[src/rtl/adder_operand_streamer.sv]
// rtl/adder_operand_streamer.sv - slices operands into chunks for the chunked adder and reassembles the sum
module adder_operand_streamer #(
  parameter int WIDTH   = 381,
  parameter int CHUNK_W = 32
) (
  input  logic               clk,
  input  logic               reset,
  input  logic               in_valid,
  output logic               in_ready,
  input  logic [WIDTH-1:0]   a_in,
  input  logic [WIDTH-1:0]   b_in,
  input  logic               chunk_req,
  output logic [CHUNK_W-1:0] a_chunk,
  output logic [CHUNK_W-1:0] b_chunk,
  output logic               chunk_last,
  input  logic               sum_valid,
  input  logic [CHUNK_W-1:0] sum_chunk,
  input  logic               carry_in,
  output logic               out_valid,
  input  logic               out_ready,
  output logic [WIDTH-1:0]   sum_out,
  output logic               carry_out,
  output logic               busy,
  output logic               err
);

  localparam int NCHUNK    = (WIDTH + CHUNK_W - 1) / CHUNK_W;
  localparam int PAD_W     = NCHUNK * CHUNK_W;
  localparam int IDX_W     = $clog2(NCHUNK + 1);
  localparam int LAST_W    = WIDTH - (NCHUNK - 1) * CHUNK_W;
  localparam bit HAS_PAD   = (PAD_W > WIDTH);
  localparam int CARRY_BIT = HAS_PAD ? LAST_W : 0;
  localparam logic [IDX_W-1:0] LAST_IDX = IDX_W'(NCHUNK - 1);
  localparam logic [IDX_W-1:0] END_IDX  = IDX_W'(NCHUNK);

  typedef enum logic [1:0] {
    IDLE,
    STREAM,
    HOLD
  } state_t;

  state_t state, state_next;

  logic [PAD_W-1:0] a_sr, b_sr;
  logic [PAD_W-1:0] a_pad, b_pad;
  logic [PAD_W-1:0] a_next, b_next;
  logic [IDX_W-1:0] rd_idx, wr_idx;

  logic accept;
  logic advance;
  logic sum_wr;
  logic last_wr;
  logic proto_err;

  assign a_pad  = PAD_W'(a_in);
  assign b_pad  = PAD_W'(b_in);
  assign a_next = a_sr >> CHUNK_W;
  assign b_next = b_sr >> CHUNK_W;

  always_comb begin
    state_next = state;
    accept     = 1'b0;
    advance    = 1'b0;
    sum_wr     = 1'b0;
    last_wr    = 1'b0;
    proto_err  = 1'b0;
    case (state)
      IDLE: begin
        if (in_valid && in_ready) begin
          accept     = 1'b1;
          state_next = STREAM;
        end
      end
      STREAM: begin
        if (chunk_req) begin
          if (rd_idx < END_IDX) advance = 1'b1;
          else                  proto_err = 1'b1;
        end
        // Compared against rd_idx before this cycle's advance, so a sum can
        // never be credited to the chunk being requested in the same cycle.
        if (sum_valid) begin
          if (wr_idx < rd_idx) begin
            sum_wr = 1'b1;
            if (wr_idx == LAST_IDX) begin
              last_wr    = 1'b1;
              state_next = HOLD;
            end
          end else begin
            proto_err = 1'b1;
          end
        end
      end
      HOLD: begin
        if (chunk_req || sum_valid) proto_err = 1'b1;
        if (out_valid && out_ready) state_next = IDLE;
      end
      default: state_next = IDLE;
    endcase
  end

  always_ff @(posedge clk) begin
    if (reset) begin
      state      <= IDLE;
      in_ready   <= 1'b1;
      out_valid  <= 1'b0;
      busy       <= 1'b0;
      err        <= 1'b0;
      chunk_last <= 1'b0;
      a_chunk    <= '0;
      b_chunk    <= '0;
      a_sr       <= '0;
      b_sr       <= '0;
      rd_idx     <= '0;
      wr_idx     <= '0;
      sum_out    <= '0;
      carry_out  <= 1'b0;
    end else begin
      state     <= state_next;
      in_ready  <= (state_next == IDLE);
      out_valid <= (state_next == HOLD);
      busy      <= (state_next != IDLE);

      if (accept)         err <= 1'b0;
      else if (proto_err) err <= 1'b1;

      if (accept) begin
        a_sr       <= a_pad;
        b_sr       <= b_pad;
        a_chunk    <= a_pad[CHUNK_W-1:0];
        b_chunk    <= b_pad[CHUNK_W-1:0];
        chunk_last <= (NCHUNK == 1);
        rd_idx     <= '0;
        wr_idx     <= '0;
        sum_out    <= '0;
        carry_out  <= 1'b0;
      end else begin
        if (advance) begin
          a_sr       <= a_next;
          b_sr       <= b_next;
          a_chunk    <= a_next[CHUNK_W-1:0];
          b_chunk    <= b_next[CHUNK_W-1:0];
          chunk_last <= ((rd_idx + IDX_W'(1)) == LAST_IDX);
          rd_idx     <= rd_idx + IDX_W'(1);
        end
        if (sum_wr) begin
          wr_idx <= wr_idx + IDX_W'(1);
          for (int i = 0; i < NCHUNK - 1; i++) begin
            if (wr_idx == IDX_W'(i)) sum_out[i*CHUNK_W +: CHUNK_W] <= sum_chunk;
          end
          // The top chunk only partly fits; its first padding bit is the carry.
          if (last_wr) begin
            sum_out[(NCHUNK-1)*CHUNK_W +: LAST_W] <= sum_chunk[LAST_W-1:0];
            carry_out <= HAS_PAD ? sum_chunk[CARRY_BIT] : carry_in;
          end
        end
      end
    end
  end

endmodule
[config.mk]
export PLATFORM = sky130hd
export DESIGN_NAME = adder_operand_streamer
export DESIGN_NICKNAME = d
export VERILOG_FILES = /design/src/rtl/adder_operand_streamer.sv
export SDC_FILE = /design/constraint.sdc
export NUM_CORES = 2
export LEC_CHECK = 0
export CAP_MARGIN = 20
export CORE_AREA = 2 2 493 495
export DETAILED_ROUTE_END_ITERATION = 12
export DIE_AREA = 0 0 495 497
export PLACE_DENSITY = 0.38
export SYNTH_ARGS = -nofsm -noshare
export SYNTH_HDL_FRONTEND = slang
export SYNTH_SLANG_ARGS = --single-unit
[constraint.sdc]
create_clock -name clk -period 5.85 [get_ports clk]
set_input_delay 0.8775 -clock clk [delete_from_list [all_inputs] [get_ports clk]]
set_output_delay 0.8775 -clock clk [all_outputs]
set_load 0.1 [all_outputs]
==> Yosys cells after proc, flatten, opt, wreduce, memory -nomap -nowiden <==
Index checks and enable logic that the tools add are counted.
{ "totals": {"elab_cells": 97, "regBits": 1223, "out_inout_bits": 451} }
{ "op_classes": {"n_lt_le_gt_ge": 2, "addsub": 2, "n_reduce_logical": 21, "eq_ne": 15, "muxes": 32} }
{ "op_table": {"columns": ["cell", "count"], "rows": [
  ["2-to-1 mux 381 bit", 4],
  ["2-to-1 mux 32 bit", 4],
  ["AND reduction 2 bit", 12],
  ["equality test 4 bit (second input constant)", 5],
  ["2-to-1 mux 1 bit", 17],
  ["equality test 4 x 3 -> 1 bit (second input constant)", 4],
  ["2-to-1 mux 2 bit", 5],
  ["adder 4 x 1 -> 4 bit (second input constant)", 2],
  ["equality test 4 x 2 -> 1 bit (second input constant)", 2],
  ["case mux 2 bit (3 select lines)", 1],
  ["equality test 2 bit (second input constant)", 2],
  ["equality test 4 x 1 -> 1 bit (second input constant)", 1],
  ["logical NOT 2 bit", 2],
  ["logical NOT 4 bit", 1],
  ["less-than comparator 4 bit", 1],
  ["less-than comparator 4 bit (second input constant)", 1],
  ["nonzero test 2 bit", 2],
  ["equality test 2 x 1 -> 1 bit (second input constant)", 1],
  ["logical AND 1 bit", 2],
  ["case mux 1 bit (2 select lines)", 1],
  ["OR reduction 2 bit", 1],
  ["logical OR 1 bit", 1]
]} }

==> Logic depth before layout (Yosys ltp) <==
{ "depth": {"word_depth": 6, "ltp_mapped": 10, "mapped_depth_nobuf": 7} }

==> Least setup slack after synthesis <==
OpenSTA, ideal clock, no wires.
{ "synth_timing": {"kind": "register to register", "from": "register in_ready", "to": "register sum_out[125]", "slack_ns": 3.612, "t_required_ns": 5.720, "setup_ns": 0.130, "path_stages_with_launch": 8, "arrival_time_ns": 2.108, "path_cell_list": "dfxtp_1 and3_1 clkbuf_1 nor2_1 buf_2 clkbuf_1 nand2_1 o21ai_0"} }
{ "synth_via": {"elab_chain_len": 4} }
{ "synth_rtl": {"columns": ["item", "line", "rtl"], "rows": [
  ["start, declared", "9", "output logic in_ready,"],
  ["start signal, assigned", "119", "in_ready <= (state_next == IDLE);"],
  ["logical AND 1 bit", "69", "if (in_valid && in_ready) begin"],
  ["2-to-1 mux 1 bit", "69", null],
  ["2-to-1 mux 1 bit", "67", "case (state)"],
  ["OR reduction 2 bit (no source line)", null, null],
  ["end signal, assigned by index", "148", "if (wr_idx == IDX_W'(i)) sum_out[i*CHUNK_W +: CHUNK_W] <= sum_chunk;"],
  ["end signal, assigned by index", "152", "sum_out[(NCHUNK-1)*CHUNK_W +: LAST_W] <= sum_chunk[LAST_W-1:0];"],
  ["end, declared", "21", "output logic [WIDTH-1:0] sum_out,"]
]} }
No other way between the ends.
A chain may end at the register's enable or synchronous reset.

==> Worst setup path after layout <==
{ "layout_timing": {"from": "register in_ready", "to": "output port in_ready"} }
No word-level cell between the ends.

==> results.json <==
{
  "status": "complete, no violations",
  "worstPathMaxFanout": 4,
  "hold_buffers": 0,
  "crit_buf_inv": 1,
  "slowest_delay_ns": 1.24,
  "vias": 44850,
  "rr_worst_depth": 6,
  "clock_path_buffers": 3,
  "grt_pass1_wl_um": 333100,
  "async_reset_ff_frac": 0,
  "insertion_delay_ns": 0.79,
  "whs_ns": 0.4528,
  "endpoint": "in_ready",
  "gp_congestion": 0.8229,
  "r2r-end": "sum_out[73]",
  "dieArea_mm2": 0.2460,
  "layout-drive-gt1-share": 0.05574,
  "synthFlopType": "dfxtp_1",
  "synth.ff_latch_count": 1159,
  "cp_top_family": "buffers and inverters",
  "r2r-start": "state[0]",
  "finalSetupViolCount": 0,
  "min_period_over_period": 0.5681,
  "mostFrequentLayoutCells": "nand2_1, clkdlybuf4s50_1, dfxtp_1, nor2_1, a311oi_1",
  "min-delay-start": "sum_out[324]",
  "p_leak_nw": 22.06,
  "dpl.hpwl_um": 176700,
  "arrival_ns": 2.45,
  "cp_cell_sequence": "clkdlybuf4s50_1",
  "core-area_mm2": 0.2401,
  "post-route-min-period_ns": 3.324,
  "initial_core_util": 0.1902,
  "port_buffers": 1250,
  "rsz0062_at_grt": "no",
  "area_delta_synth_final_pct": 43.52,
  "irDropWorstVdd_mv": 0.1998,
  "firstDrtPassIters": 5,
  "fmax_mhz": 300.9,
  "ios": 1252,
  "fin_nets": 7333,
  "clk_root_buffer_cell": "clkbuf_16",
  "grt_max_degree": 238,
  "wire_per_inst_um": 24.60,
  "clock-sinks": 1159,
  "report.final.slew_viol_count": 0,
  "die_h_um": 497,
  "grt_overflow": 0,
  "max-slew-margin-rel": 0.2003,
  "fillCellCount": 26310,
  "clock_skew_ns": 0.03317,
  "cts_buffers": 150,
  "cp_slowest_cell": "clkdlybuf4s50_1",
  "die_w_um": 495,
  "yosysUniqueCellTypes": 45,
  "worstMarginPinSlew_ns": 1.200,
  "postCtsResizedCells": 0,
  "vias_per_cell": 4.539,
  "final_common_cell": "nand2_1",
  "num_rows": 180,
  "worstHoldPathType": "flip-flop to flip-flop",
  "r2r_slack_ns": 2.68,
  "synth-warning-count": 0,
  "ys_seq_area_frac": 0.5082,
  "critical_path_class": "flip-flop to output port",
  "syn_area_per_cell_um2": 8.098,
  "ant_nets": 0,
  "synth_fp_nets": 6452,
  "finalHoldViolCount": 0,
  "drc": 0,
  "cts_setup_buffers": 0,
  "setup_tns_ns": 0,
  "startpoint_type": "flip-flop",
  "p_per_area_mw_per_mm2": 337.4,
  "postSynthCellCount": 5638,
  "gr-usage-all-layers": 0.1879,
  "clkSlewWorstSetupHoldPaths_ns": 0.06,
  "synth_edf_count": 0,
  "path_depth": 1,
  "syn-cell-area_mm2": 0.04565,
  "routed_wirelength_um": 243000,
  "htree_levels": 4,
  "worstSetupEndpointType": "output port",
  "cp-startpoint": "in_ready",
  "maxCapViolCount": 0,
  "antenna_found_initial": 128,
  "cts_tree": "done",
  "required_ns": 4.97,
  "first_iter_violations": 3202,
  "grt_pass1_vias": 43110
}
-- sequential cells by signal, indices dropped and copies added (netlist names), 2 cells and up --
signal   cells
wr_idx       4
b_sr       350
sum_out    381
a_chunk     31
state        2
rd_idx       4
b_chunk     31
a_sr       350
-- cell usage after synthesis (64+ instances only) --
library cell | instances | area, um^2
nand2_1 | 1560 | 5856
dfxtp_1 | 1159 | 23200
nor2_1 | 773 | 2902
a311oi_1 | 699 | 6122
clkbuf_1 | 376 | 1411
nand3_1 | 324 | 1622
o21ai_0 | 218 | 1091
buf_2 | 76 | 380.4
buf_4 | 74 | 555.5
o21ai_1 | 73 | 365.4
a21oi_1 | 71 | 355.3
a22oi_1 | 64 | 480.5
-- how the worst min path moves through the flow --
stage / to / cells after the start / slack, ns
2_1_floorplan: a_sr[317] / 2 / 0.45
3_3_place_gp: sum_out[340] / 2 / 0.44
3_5_place_dp: sum_out[346] / 2 / 0.45
4_1_cts: b_sr[336] / 2 / 0.45
5_1_grt: sum_out[28] / 2 / 0.47
6_report: sum_out[324] / 2 / 0.45
-- metrics by stage --
stage	utilization	cells	power, W	cell area (um^2)	setup slack (ns)
after floorplan	-	5638	0.01130	45650	3.612
after global placement	0.2510	9548	0.01281	60270	1.913
after detailed placement	0.2513	9551	0.01284	60340	1.959
after CTS	0.2722	9822	0.02246	65360	2.386
after global routing	0.2726	9846	0.02310	65440	2.411
final	0.2729	9880	0.02210	65520	2.526
-- per-layer routing --
| metal | track usage | routed length [um] | vias to the layer above |
|---|---|---|---|
| met1 | 0.2369 | 105100 | 21390 |
| li1 | - | - | 21480 |
| met2 | 0.2922 | 108500 | 1434 |
| met5 | 0 | 724 | - |
| met4 | 0.06617 | 7847 | 122 |
| met3 | 0.06914 | 20870 | 422 |
-- cells by family after synthesis --
kind of cell	count (synthesis)	share of synthesized area
flip-flops	1159	0.5082
adder cells (fa/ha/maj)	13	0.003563
AND/OR/NAND/NOR	2688	0.2342
AO/OA/AOI/OAI	1170	0.1929
buffers and inverters	603	0.06021
XOR/XNOR	5	0.0009594
-- cell type report --
cell class	count	area (um^2)	share of cell area
tap	3185	3985	0.06082
inverter	8	30.03	0.0004583
sequential	1159	23200	0.3541
timing repair buffer	1324	13340	0.2035
multi-input combinational	3876	19800	0.3022
antenna	57	142.6	0.002177
clock buffer	235	4514	0.06890
clock inverter	36	511.7	0.007810
-- report_power, final --
part / switching (W) / leakage, nW / total, W / internal (W)
clock network: 0.00398 / 2.45 / 0.00946 / 0.00548
registers: 0.000486 / 9.50 / 0.00910 / 0.00861
logic: 0.00228 / 10.1 / 0.00354 / 0.00126
total: 0.00675 / 22.1 / 0.0221 / 0.0154
-- worst reg2reg max path: stages, from the launching register on --
cell and delay, ns:
dfxtp_1 0.38, inv_1 0.08, ha_1 0.29, and3_4 0.19, nor2_4 0.79, nand2_1 0.90
o21ai_0 0.41
Note: power is estimated with default switching activity, not from simulation.
